--- config.mk ---
export PLATFORM = sky130hd
export DESIGN_NAME = spi_slave
export DESIGN_NICKNAME = d
export VERILOG_FILES = /design/src/rtl/spi_slave.sv
export SDC_FILE = /design/constraint.sdc
export NUM_CORES = 1
export LEC_CHECK = 0
export ABC_CLOCK_PERIOD_IN_PS = 1800
export CAP_MARGIN = 20
export CORE_ASPECT_RATIO = 1.4
export CORE_MARGIN = 1.5
export CORE_UTILIZATION = 30
export DETAILED_ROUTE_END_ITERATION = 10
export GPL_TIMING_DRIVEN = 0
export PLACE_DENSITY = 0.46
export SLEW_MARGIN = 10
export SYNTH_ARGS = -nofsm -noshare
export SYNTH_HDL_FRONTEND = slang
export SYNTH_SLANG_ARGS = --single-unit
--- constraint.sdc ---
create_clock -name clock -period 1.8 [get_ports clock]
set_input_delay 0.18 -clock clock [delete_from_list [all_inputs] [get_ports clock]]
set_output_delay 0.18 -clock clock [all_outputs]
set_load 0.02 [all_outputs]
--- src/rtl/spi_slave.sv ---
// SPI target (CPOL=1, LSB first) oversampled in the local clock domain.
// Full-duplex byte exchange per ss-low frame, with rx valid/overrun and tx holding-register flow control.
module spi_slave #(
    parameter int DATA_WIDTH  = 8,
    parameter int SYNC_STAGES = 2
) (
    input  logic                  clock,
    input  logic                  reset,
    input  logic                  sclk,
    input  logic                  ss,
    input  logic                  mosi,
    output logic                  miso,
    output logic                  miso_oe,
    input  logic [DATA_WIDTH-1:0] tx_data,
    input  logic                  tx_load,
    output logic                  tx_ready,
    output logic [DATA_WIDTH-1:0] rx_data,
    output logic                  rx_valid,
    output logic                  rx_overrun,
    input  logic                  rx_ack,
    output logic                  frame_err,
    output logic                  busy
);

    localparam int CNT_W = $clog2(DATA_WIDTH + 1);

    typedef enum logic [1:0] {
        IDLE  = 2'd0,
        SHIFT = 2'd1,
        DONE  = 2'd2
    } state_e;

    // ------------------------------------------------------------------
    // Input synchronisers and edge detection
    // ------------------------------------------------------------------
    logic [SYNC_STAGES-1:0] sclk_sync_q;
    logic [SYNC_STAGES-1:0] ss_sync_q;
    logic [SYNC_STAGES-1:0] mosi_sync_q;
    logic                   sclk_dly_q;
    logic                   ss_dly_q;

    logic sclk_s;
    logic ss_s;
    logic mosi_s;
    logic sclk_fall;
    logic ss_fall;
    logic ss_rise;

    // Synchronisers come out of reset at the idle level so no false edge is seen.
    always_ff @(posedge clock or posedge reset) begin
        if (reset) begin
            sclk_sync_q <= '1;
            ss_sync_q   <= '1;
            mosi_sync_q <= '1;
            sclk_dly_q  <= 1'b1;
            ss_dly_q    <= 1'b1;
        end else begin
            // NOTE: non-blocking assignments keep every flop sampling pre-edge values, so the chain shifts by one stage per clock.
            sclk_sync_q <= {sclk_sync_q[SYNC_STAGES-2:0], sclk};
            ss_sync_q   <= {ss_sync_q[SYNC_STAGES-2:0], ss};
            mosi_sync_q <= {mosi_sync_q[SYNC_STAGES-2:0], mosi};
            sclk_dly_q  <= sclk_sync_q[SYNC_STAGES-1];
            ss_dly_q    <= ss_sync_q[SYNC_STAGES-1];
        end
    end

    assign sclk_s    = sclk_sync_q[SYNC_STAGES-1];
    assign ss_s      = ss_sync_q[SYNC_STAGES-1];
    assign mosi_s    = mosi_sync_q[SYNC_STAGES-1];
    assign sclk_fall = sclk_dly_q & ~sclk_s;
    assign ss_fall   = ss_dly_q & ~ss_s;
    assign ss_rise   = ~ss_dly_q & ss_s;

    // ------------------------------------------------------------------
    // Frame FSM and datapath
    // ------------------------------------------------------------------
    state_e                state_q,      state_d;
    logic [CNT_W-1:0]      bit_cnt_q,    bit_cnt_d;
    logic [DATA_WIDTH-1:0] tx_shift_q,   tx_shift_d;
    logic [DATA_WIDTH-1:0] rx_shift_q,   rx_shift_d;
    logic [DATA_WIDTH-1:0] hold_q,       hold_d;
    logic                  tx_ready_q,   tx_ready_d;
    logic [DATA_WIDTH-1:0] rx_data_q,    rx_data_d;
    logic                  rx_valid_q,   rx_valid_d;
    logic                  rx_overrun_q, rx_overrun_d;
    logic                  frame_err_q,  frame_err_d;
    logic                  pending_q,    pending_d;
    logic                  capture;

    always_ff @(posedge clock or posedge reset) begin
        if (reset) begin
            state_q      <= IDLE;
            bit_cnt_q    <= '0;
            tx_shift_q   <= '1;
            rx_shift_q   <= '0;
            hold_q       <= '0;
            tx_ready_q   <= 1'b1;
            rx_data_q    <= '0;
            rx_valid_q   <= 1'b0;
            rx_overrun_q <= 1'b0;
            frame_err_q  <= 1'b0;
            pending_q    <= 1'b0;
        end else begin
            state_q      <= state_d;
            bit_cnt_q    <= bit_cnt_d;
            tx_shift_q   <= tx_shift_d;
            rx_shift_q   <= rx_shift_d;
            hold_q       <= hold_d;
            tx_ready_q   <= tx_ready_d;
            rx_data_q    <= rx_data_d;
            rx_valid_q   <= rx_valid_d;
            rx_overrun_q <= rx_overrun_d;
            frame_err_q  <= frame_err_d;
            pending_q    <= pending_d;
        end
    end

    always_comb begin
        // NOTE: every signal gets a default before the case so no path leaves one unassigned (which would infer a latch).
        state_d     = state_q;
        bit_cnt_d   = bit_cnt_q;
        tx_shift_d  = tx_shift_q;
        rx_shift_d  = rx_shift_q;
        hold_d      = hold_q;
        tx_ready_d  = tx_ready_q;
        rx_data_d   = rx_data_q;
        frame_err_d = 1'b0;
        capture     = 1'b0;

        case (state_q)
            IDLE: begin
                if (ss_fall) begin
                    state_d    = SHIFT;
                    bit_cnt_d  = '0;
                    tx_shift_d = tx_ready_q ? '1 : hold_q;
                    tx_ready_d = 1'b1;
                end
            end
            SHIFT: begin
                // The final bit wins over a coincident ss rise; any other ss rise aborts the frame.
                if (sclk_fall && bit_cnt_q == CNT_W'(DATA_WIDTH - 1)) begin
                    rx_shift_d = {mosi_s, rx_shift_q[DATA_WIDTH-1:1]};
                    tx_shift_d = {1'b1, tx_shift_q[DATA_WIDTH-1:1]};
                    bit_cnt_d  = CNT_W'(DATA_WIDTH);
                    rx_data_d  = {mosi_s, rx_shift_q[DATA_WIDTH-1:1]};
                    capture    = 1'b1;
                    state_d    = DONE;
                end else if (ss_rise) begin
                    frame_err_d = 1'b1;
                    state_d     = IDLE;
                end else if (sclk_fall) begin
                    rx_shift_d = {mosi_s, rx_shift_q[DATA_WIDTH-1:1]};
                    tx_shift_d = {1'b1, tx_shift_q[DATA_WIDTH-1:1]};
                    bit_cnt_d  = bit_cnt_q + CNT_W'(1);
                end
            end
            DONE: begin
                // Level test so a frame whose ss rose with the last sclk fall still leaves DONE.
                if (ss_s) begin
                    state_d = IDLE;
                end
            end
            default: begin
                state_d = IDLE;
            end
        endcase

        // Applied after the frame-start copy: a same-clock load lands for the next frame.
        if (tx_load && tx_ready_q) begin
            hold_d     = tx_data;
            tx_ready_d = 1'b0;
        end
    end

    // Rx handshake: an ack in the capture clock consumes the old byte, so no overrun.
    always_comb begin
        rx_valid_d   = capture;
        rx_overrun_d = capture & pending_q & ~rx_ack;
        pending_d    = capture | (pending_q & ~rx_ack);
    end

    assign miso       = (state_q == SHIFT) ? tx_shift_q[0] : 1'b1;
    assign miso_oe    = (state_q != IDLE);
    assign busy       = (state_q == SHIFT);
    assign tx_ready   = tx_ready_q;
    assign rx_data    = rx_data_q;
    assign rx_valid   = rx_valid_q;
    assign rx_overrun = rx_overrun_q;
    assign frame_err  = frame_err_q;

endmodule

==> results of run 1 <==
[layer usage]
metal	track usage (%)	part of all wire (%)	wire, µm
met4	5.08	2.0	76
met2	19.0	51	1970
met3	3.21	3.1	121
met5	0	0	0
met1	15.0	44	1690
[what timing repair did]
| item | in CTS | in global routing |
|---|---|---|
| cloned | 0 | 0 |
| endpoints found under the setup margin | 3 | 17 |
| gates resized for setup | 8 | 6 |
| buffers inserted | 0 | 1 |
[where the power goes]
part	switching (µW)	internal (µW)	total (µW)
clock	352	311	662
combinational	356	399	755
sequential	192	1480	1670
[per-stage QoR]
step | setup slack [ns] | setup TNS, ns
final | 0.0870 | 0
after global routing | 0.00294 | 0
after CTS | 0.00431 | 0
after detailed placement | -0.150 | -0.249
after global placement | -0.448 | -15.84
after floorplan | 0.257 | 0
[cells by family (layout without fill, tap and decap cells)]
group / after synthesis / in the layout / share of synthesized area (%)
AOI/OAI and AO/OA: 25 / 25 / 7.79
DFF: 50 / 50 / 62.9
buffers and inverters: 8 / 47 / 1.98
adders and majority gates: 1 / 1 / 0.618
muxes: 23 / 23 / 12.8
and+or+nand+nor: 47 / 47 / 14.0
[state kept, by name (all words and copies together) (netlist names)]
signal       cells
tx_ready         1
ss_dly_q         1
hold_q           8
rx_shift_q       7
rx_valid         1
frame_err        1
tx_shift_q       8
rx_overrun       1
ss_sync_q        2
sclk_dly_q       1
sclk_sync_q      2
state_q          2
bit_cnt_q        4
pending_q        1
mosi_sync_q      2
rx_data          8
[cell usage in the layout (no fill, tap or decap), drive strengths merged]
cell type | netlist | layout
clkinv | 0 | 1
and4b | 1 | 1
or2 | 1 | 1
nor2 | 17 | 17
and3 | 1 | 1
a21bo | 1 | 1
clkdlybuf4s15 | 0 | 1
clkdlybuf4s50 | 0 | 26
dlygate4sd2 | 0 | 2
clkbuf | 1 | 9
nor2b | 3 | 3
nor3 | 2 | 2
nand4bb | 1 | 1
inv | 3 | 3
dfrtp | 33 | 33
a221o | 1 | 1
o21a | 1 | 1
mux2 | 23 | 23
dfstp | 17 | 17
buf | 4 | 5
nand2b | 1 | 1
nand3 | 3 | 3
o22ai | 9 | 9
or3b | 1 | 1
o21ai | 2 | 2
nand2 | 11 | 11
a211oi | 1 | 1
a21oi | 9 | 9
nor4 | 2 | 2
nand3b | 2 | 2
a21o | 1 | 1
ha | 1 | 1
nor4b | 1 | 1
[final cells by class]
cell class                 instances  area share [%]
buffer                             5            1.32
clock buffer                       7            3.36
clock inverter                     1           0.195
inverter                           3           0.439
multi-input combinational         96            28.9
sequential                        50            49.6
tap                               74            3.61
timing repair buffer              31            12.6
[worst paths after layout]
path	start	endpoint	slack, ns	cells past startpoint
worst max-delay path	state_q[0]$_DFFE_PP0P_	miso	0.09	4
worst min-delay path	reset	rx_shift_q[6]$_DFFE_PP0P_	0.26	2
worst max register to register	state_q[1]$_DFFE_PP0P_	rx_shift_q[6]$_DFFE_PP0P_	0.09	4
worst min register to register	ss_sync_q[0]$_DFF_PP1_	ss_sync_q[1]$_DFF_PP1_	0.36	0
max in group asynchronous	reset	tx_shift_q[3]$_DFFE_PP1P_	0.95	3
min in group clock	mosi	mosi_sync_q[0]$_DFF_PP1_	0.28	1
==> results.sh, run 1 <==
export IMPL_place_congestion=0.712
export IMPL_clock_latency_ns=0.30
export IMPL_grt_max_degree=27
export IMPL_cp_data_required_time_ns=1.62
export IMPL_synth_flop_cell="dfrtp_1"
export IMPL_critPathMaxStageDelay_ns=0.46
export IMPL_path_cells="nor2b_4, buf_4, nand2b_1, dlygate4sd2_1"
export IMPL_syn_area_per_cell_um2=13.1
export IMPL_syn_to_final_growth_pct=26.8
export IMPL_ys_seq_area_share_pct=62.9
export IMPL_yosysTopAreaCell="dfrtp_1"
export IMPL_ir_drop_mv=0.682
export IMPL_drtIter0Drc=110
export IMPL_fin_crit_sh_pct=95.2
export IMPL_path_clk_slew_ns=0.09
export IMPL_crit_buf_inv=2
export IMPL_synth_cell_types=33
export IMPL_leakage_uw=0.00112
export IMPL_syn_area_mm2=0.00202
export IMPL_cts_sinks=50
export IMPL_ys_top_cells_by_area="dfrtp_1, dfstp_2, mux2_2"
export IMPL_synth_seq_cells=50
export IMPL_dr_total_vias=1324
export IMPL_maxSlewViolCount=0
export IMPL_hold_viol=0
export IMPL_grt_pass1_wl_um=6600
export IMPL_avgRoutedWirePerCell_um=14.4
export IMPL_worst_pin_slew_ns=0.578
export IMPL_via_per_inst=4.96
export IMPL_wl_um=3850
export IMPL_antenna_found_initial=0
export IMPL_grt_setup_unrepaired="no"
export IMPL_drc=0
export IMPL_insertedDiodeCount=0
export IMPL_row_count=35
export IMPL_cpMaxStageDelayCell="dfrtp_2"
export IMPL_path_max_fanout=10
export IMPL_synth_top_area_share_pct=40.8
export IMPL_port_buffers=29
export IMPL_utilization_pct=39.1
export IMPL_synthTopCellsByCount="dfrtp_1, mux2_2, dfstp_2, nor2_1, nand2_1"
export IMPL_outcome="completed"
export IMPL_timing_fmax_mhz=584
export IMPL_fin_crit_ns=1.71
export IMPL_placed_area_mm2=0.00243
export IMPL_synth_edf_count=0
export IMPL_postCtsHoldBufs=0
export IMPL_cts_tree="done"
export IMPL_htreeDepth=2
export IMPL_grt_pass1_vias=1364
export IMPL_die_w_um=72.4
export IMPL_end_kind="output pin"
export IMPL_yosysMostFrequentCell="dfrtp_1"
export IMPL_synth_fp_nets=170
export IMPL_dr_pass1_iters=4
export IMPL_synth_async_sr_flop_share_pct=100
export IMPL_slew_headroom_pct=61.4
export IMPL_start_util_pct=30.8
export IMPL_layout_nets=208
export IMPL_path_delay_family="buffers and inverters"
export IMPL_clk_path_buf_depth=2
export IMPL_core_area_mm2=0.00657
export IMPL_drive_gt1_share_pct=34.2
export IMPL_antenna_left=0
export IMPL_setup_viol=0
export IMPL_hold_class="in -> async"
export IMPL_nFillCells=643
export IMPL_finalClockSkew_ns=0.00391
export IMPL_ios=30
export IMPL_synthCells=154
export IMPL_ys_warnings_count=0
export IMPL_die_area_mm2=0.00726
export IMPL_whs_ns=0.257
export IMPL_drv_cap=0
export IMPL_finalPower_uw=3090
export IMPL_setup_worst_path_class="reg -> out"
export IMPL_grtUsageTotal_pct=11.8
export IMPL_multi_input_area_um2=742
export IMPL_placed_cells=258
export IMPL_seq_area_mm2=0.00127
export IMPL_crit_path_start_kind="register"
export IMPL_instances_no_fill=267
export IMPL_grt_overflow=0
export IMPL_fp_dieH_um=100
export IMPL_cp_arrival_ns=1.53
export IMPL_cts_made_buffers=5
export IMPL_cts_root_buf="clkbuf_8"
export IMPL_dp_hpwl_um=2680
export IMPL_final_area_mm2=0.00257
export IMPL_powerDensity_mw_per_mm2=1200
No activity file was read; power rests on OpenSTA's default activity.
==> run 2: changes to the inputs <==
--- a/config.mk
+++ b/config.mk
@@ -9,10 +9,11 @@
 export CAP_MARGIN = 20
 export CORE_ASPECT_RATIO = 1.4
 export CORE_MARGIN = 1.5
-export CORE_UTILIZATION = 30
+export CORE_UTILIZATION = 53
 export DETAILED_ROUTE_END_ITERATION = 10
 export GPL_TIMING_DRIVEN = 0
-export PLACE_DENSITY = 0.46
+export HOLD_SLACK_MARGIN = 0.05
+export PLACE_DENSITY = 0.75
 export SLEW_MARGIN = 10
 export SYNTH_ARGS = -nofsm -noshare
 export SYNTH_HDL_FRONTEND = slang
==> run 2 against run 1 <==
  * Flip-flop and latch count did not move
  * Clock skew up 0.0015 ns
  * Clock power rose by 18%
  * Total power rose by 2.9%
  * Cell area fell by 1.5%
  * Final cell count fell by 12%
  * Critical path depth rose by 1
  * Non-clock buffer count down 1
==> results.sh, run 2 (same netlist as run 1, synthesis figures left out) <==
export IMPL_outcome="completed"
export IMPL_cts_tree="done"
export IMPL_mostFrequentLayoutCell="dfrtp_1"
export IMPL_row_count=26
export IMPL_dr_total_vias=1291
export IMPL_grt_pass1_vias=1340
export IMPL_slew_headroom_pct=71.3
export IMPL_ios=30
export IMPL_die_w_um=55.2
export IMPL_r2r_setup_slack_ns=0.08
export IMPL_setup_ws_ns=0.0813
export IMPL_drtIter0Drc=34
export IMPL_cpMaxStageDelayCell="dfstp_2"
export IMPL_cp_endpoint="tx_shift_q[3]$_DFFE_PP1P_"
export IMPL_nFillCells=259
export IMPL_path_common_cell="buf_4"
export IMPL_clock_latency_ns=0.30
export IMPL_critPathMaxStageDelay_ns=0.58
export IMPL_cts_sinks=50
export IMPL_r2r_end="tx_shift_q[3]$_DFFE_PP1P_"
export IMPL_crit_path_start="ss_sync_q[1]$_DFF_PP1_"
export IMPL_maxSlewViolCount=0
export IMPL_grt_pass1_wl_um=6160
export IMPL_htreeDepth=2
export IMPL_avgRoutedWirePerCell_um=15.5
export IMPL_powerDensity_mw_per_mm2=1260
export IMPL_dp_hpwl_um=2470
export IMPL_grt_overflow=0
export IMPL_path_clk_slew_ns=0.09
export IMPL_utilization_pct=69.4
export IMPL_worst_pin_slew_ns=0.431
export IMPL_syn_to_final_growth_pct=24.9
export IMPL_multi_input_area_um2=739
export IMPL_cts_made_buffers=5
export IMPL_clk_path_buf_depth=2
export IMPL_dr_pass1_iters=6
export IMPL_path_max_fanout=10
export IMPL_start_util_pct=55.6
export IMPL_cp_arrival_ns=1.94
export IMPL_final_cell_mix="dfrtp_1, clkdlybuf4s50_1, mux2_2, dfstp_2, nor2_1"
export IMPL_wl_um=3620
export IMPL_crit_reg2reg_launch="ss_sync_q[1]$_DFF_PP1_"
export IMPL_grtUsageTotal_pct=18.7
export IMPL_port_buffers=29
export IMPL_timing_fmax_mhz=582
export IMPL_drc=0
export IMPL_leakage_uw=0.00111
export IMPL_cts_root_buf="clkbuf_8"
export IMPL_ir_drop_mv=0.873
export IMPL_antenna_found_initial=0
export IMPL_r2r_cells=5
export IMPL_via_per_inst=5.52
export IMPL_crit_path_start_kind="register"
export IMPL_setup_viol=0
export IMPL_whs_ns=0.132
export IMPL_fp_dieH_um=76.1
export IMPL_fin_crit_sh_pct=95.5
export IMPL_postCtsSetupBuffers=0
export IMPL_place_ws_ns=-0.119
export IMPL_drive_gt1_share_pct=34.4
export IMPL_setup_worst_path_class="reg -> reg"
export IMPL_postCtsHoldBufs=0
export IMPL_path_cells="nor2b_1, a21oi_4, buf_4, buf_4, o22ai_1"
export IMPL_die_area_mm2=0.00420
export IMPL_seq_area_mm2=0.00127
export IMPL_insertedDiodeCount=0
export IMPL_core_area_mm2=0.00364
export IMPL_drv_cap=0
export IMPL_finalClockSkew_ns=0.00539
export IMPL_end_kind="register"
export IMPL_place_congestion=0.782
export IMPL_hold_viol=0
export IMPL_fin_crit_ns=1.72
export IMPL_grt_max_degree=39
export IMPL_hold_class="in -> async"
export IMPL_layout_nets=207
export IMPL_antenna_left=0
export IMPL_cp_data_required_time_ns=2.03
run 2: repair_timing:
item	4_1_cts	5_1_grt
pin swaps	0	0
gates resized for setup	7	7
endpoints found under the setup margin	3	23
run 2: worst max-delay path, delay by kind of cell (launching register included):
family / cells / cell delay (ns)
AND/OR/NAND/NOR: 1 / 0.37
buffers and inverters: 2 / 0.38
flip-flops: 1 / 0.58
AO/OA/AOI/OAI: 2 / 0.31
run 2: stage by stage:
step	area, µm²	std cells	TNS, ns	total power [µW]
finish	2530	234	0	3170
global route	2530	234	-0.00955	3340
CTS	2500	234	0	3190
floorplan	2020	154	0	2180
global placement	2370	225	-13.10	2360
detailed placement	2390	226	-0.197	2410
run 2: cell type report:
| class | count | area share (%) |
|---|---|---|
| Sequential cell | 50 | 50.4 |
| Timing Repair Buffer | 30 | 12.1 |
| Clock inverter | 2 | 1.48 |
| Tap cell | 42 | 2.08 |
| Inverter | 3 | 0.445 |
| Multi-Input combinational cell | 96 | 29.2 |
| Buffer | 5 | 1.34 |
| Clock buffer | 6 | 2.87 |
run 2: per-layer routing:
metal  vias to the layer above  global-route usage, %  part of all wire, %
li1                        612                      -                    -
met4                         0                   9.51                  2.5
met5                         -                      0                    0
met1                       641                   22.6                   43
met2                        30                   31.2                   50
met3                         8                   4.24                  3.8
run 2: how the worst min path moves through the flow:
stage | from | endpoint | slack [ns] | depth (start not counted)
after floorplan | mosi | mosi_sync_q[0]$_DFF_PP1_ | 0.18 | 0
after global placement | sclk_sync_q[0]$_DFF_PP1_ | sclk_sync_q[1]$_DFF_PP1_ | 0.35 | 0
after detailed placement | ss_sync_q[0]$_DFF_PP1_ | ss_sync_q[1]$_DFF_PP1_ | 0.35 | 0
after CTS | reset | rx_shift_q[2]$_DFFE_PP0P_ | 0.14 | 2
after global routing | reset | rx_shift_q[2]$_DFFE_PP0P_ | 0.16 | 2
final | reset | pending_q$_DFF_PP0_ | 0.13 | 2
run 2: power breakdown:
part | internal [µW] | total (µW) | switching [µW]
Clock | 415 | 779 | 364
Sequential | 1480 | 1650 | 177
Combinational | 390 | 743 | 353
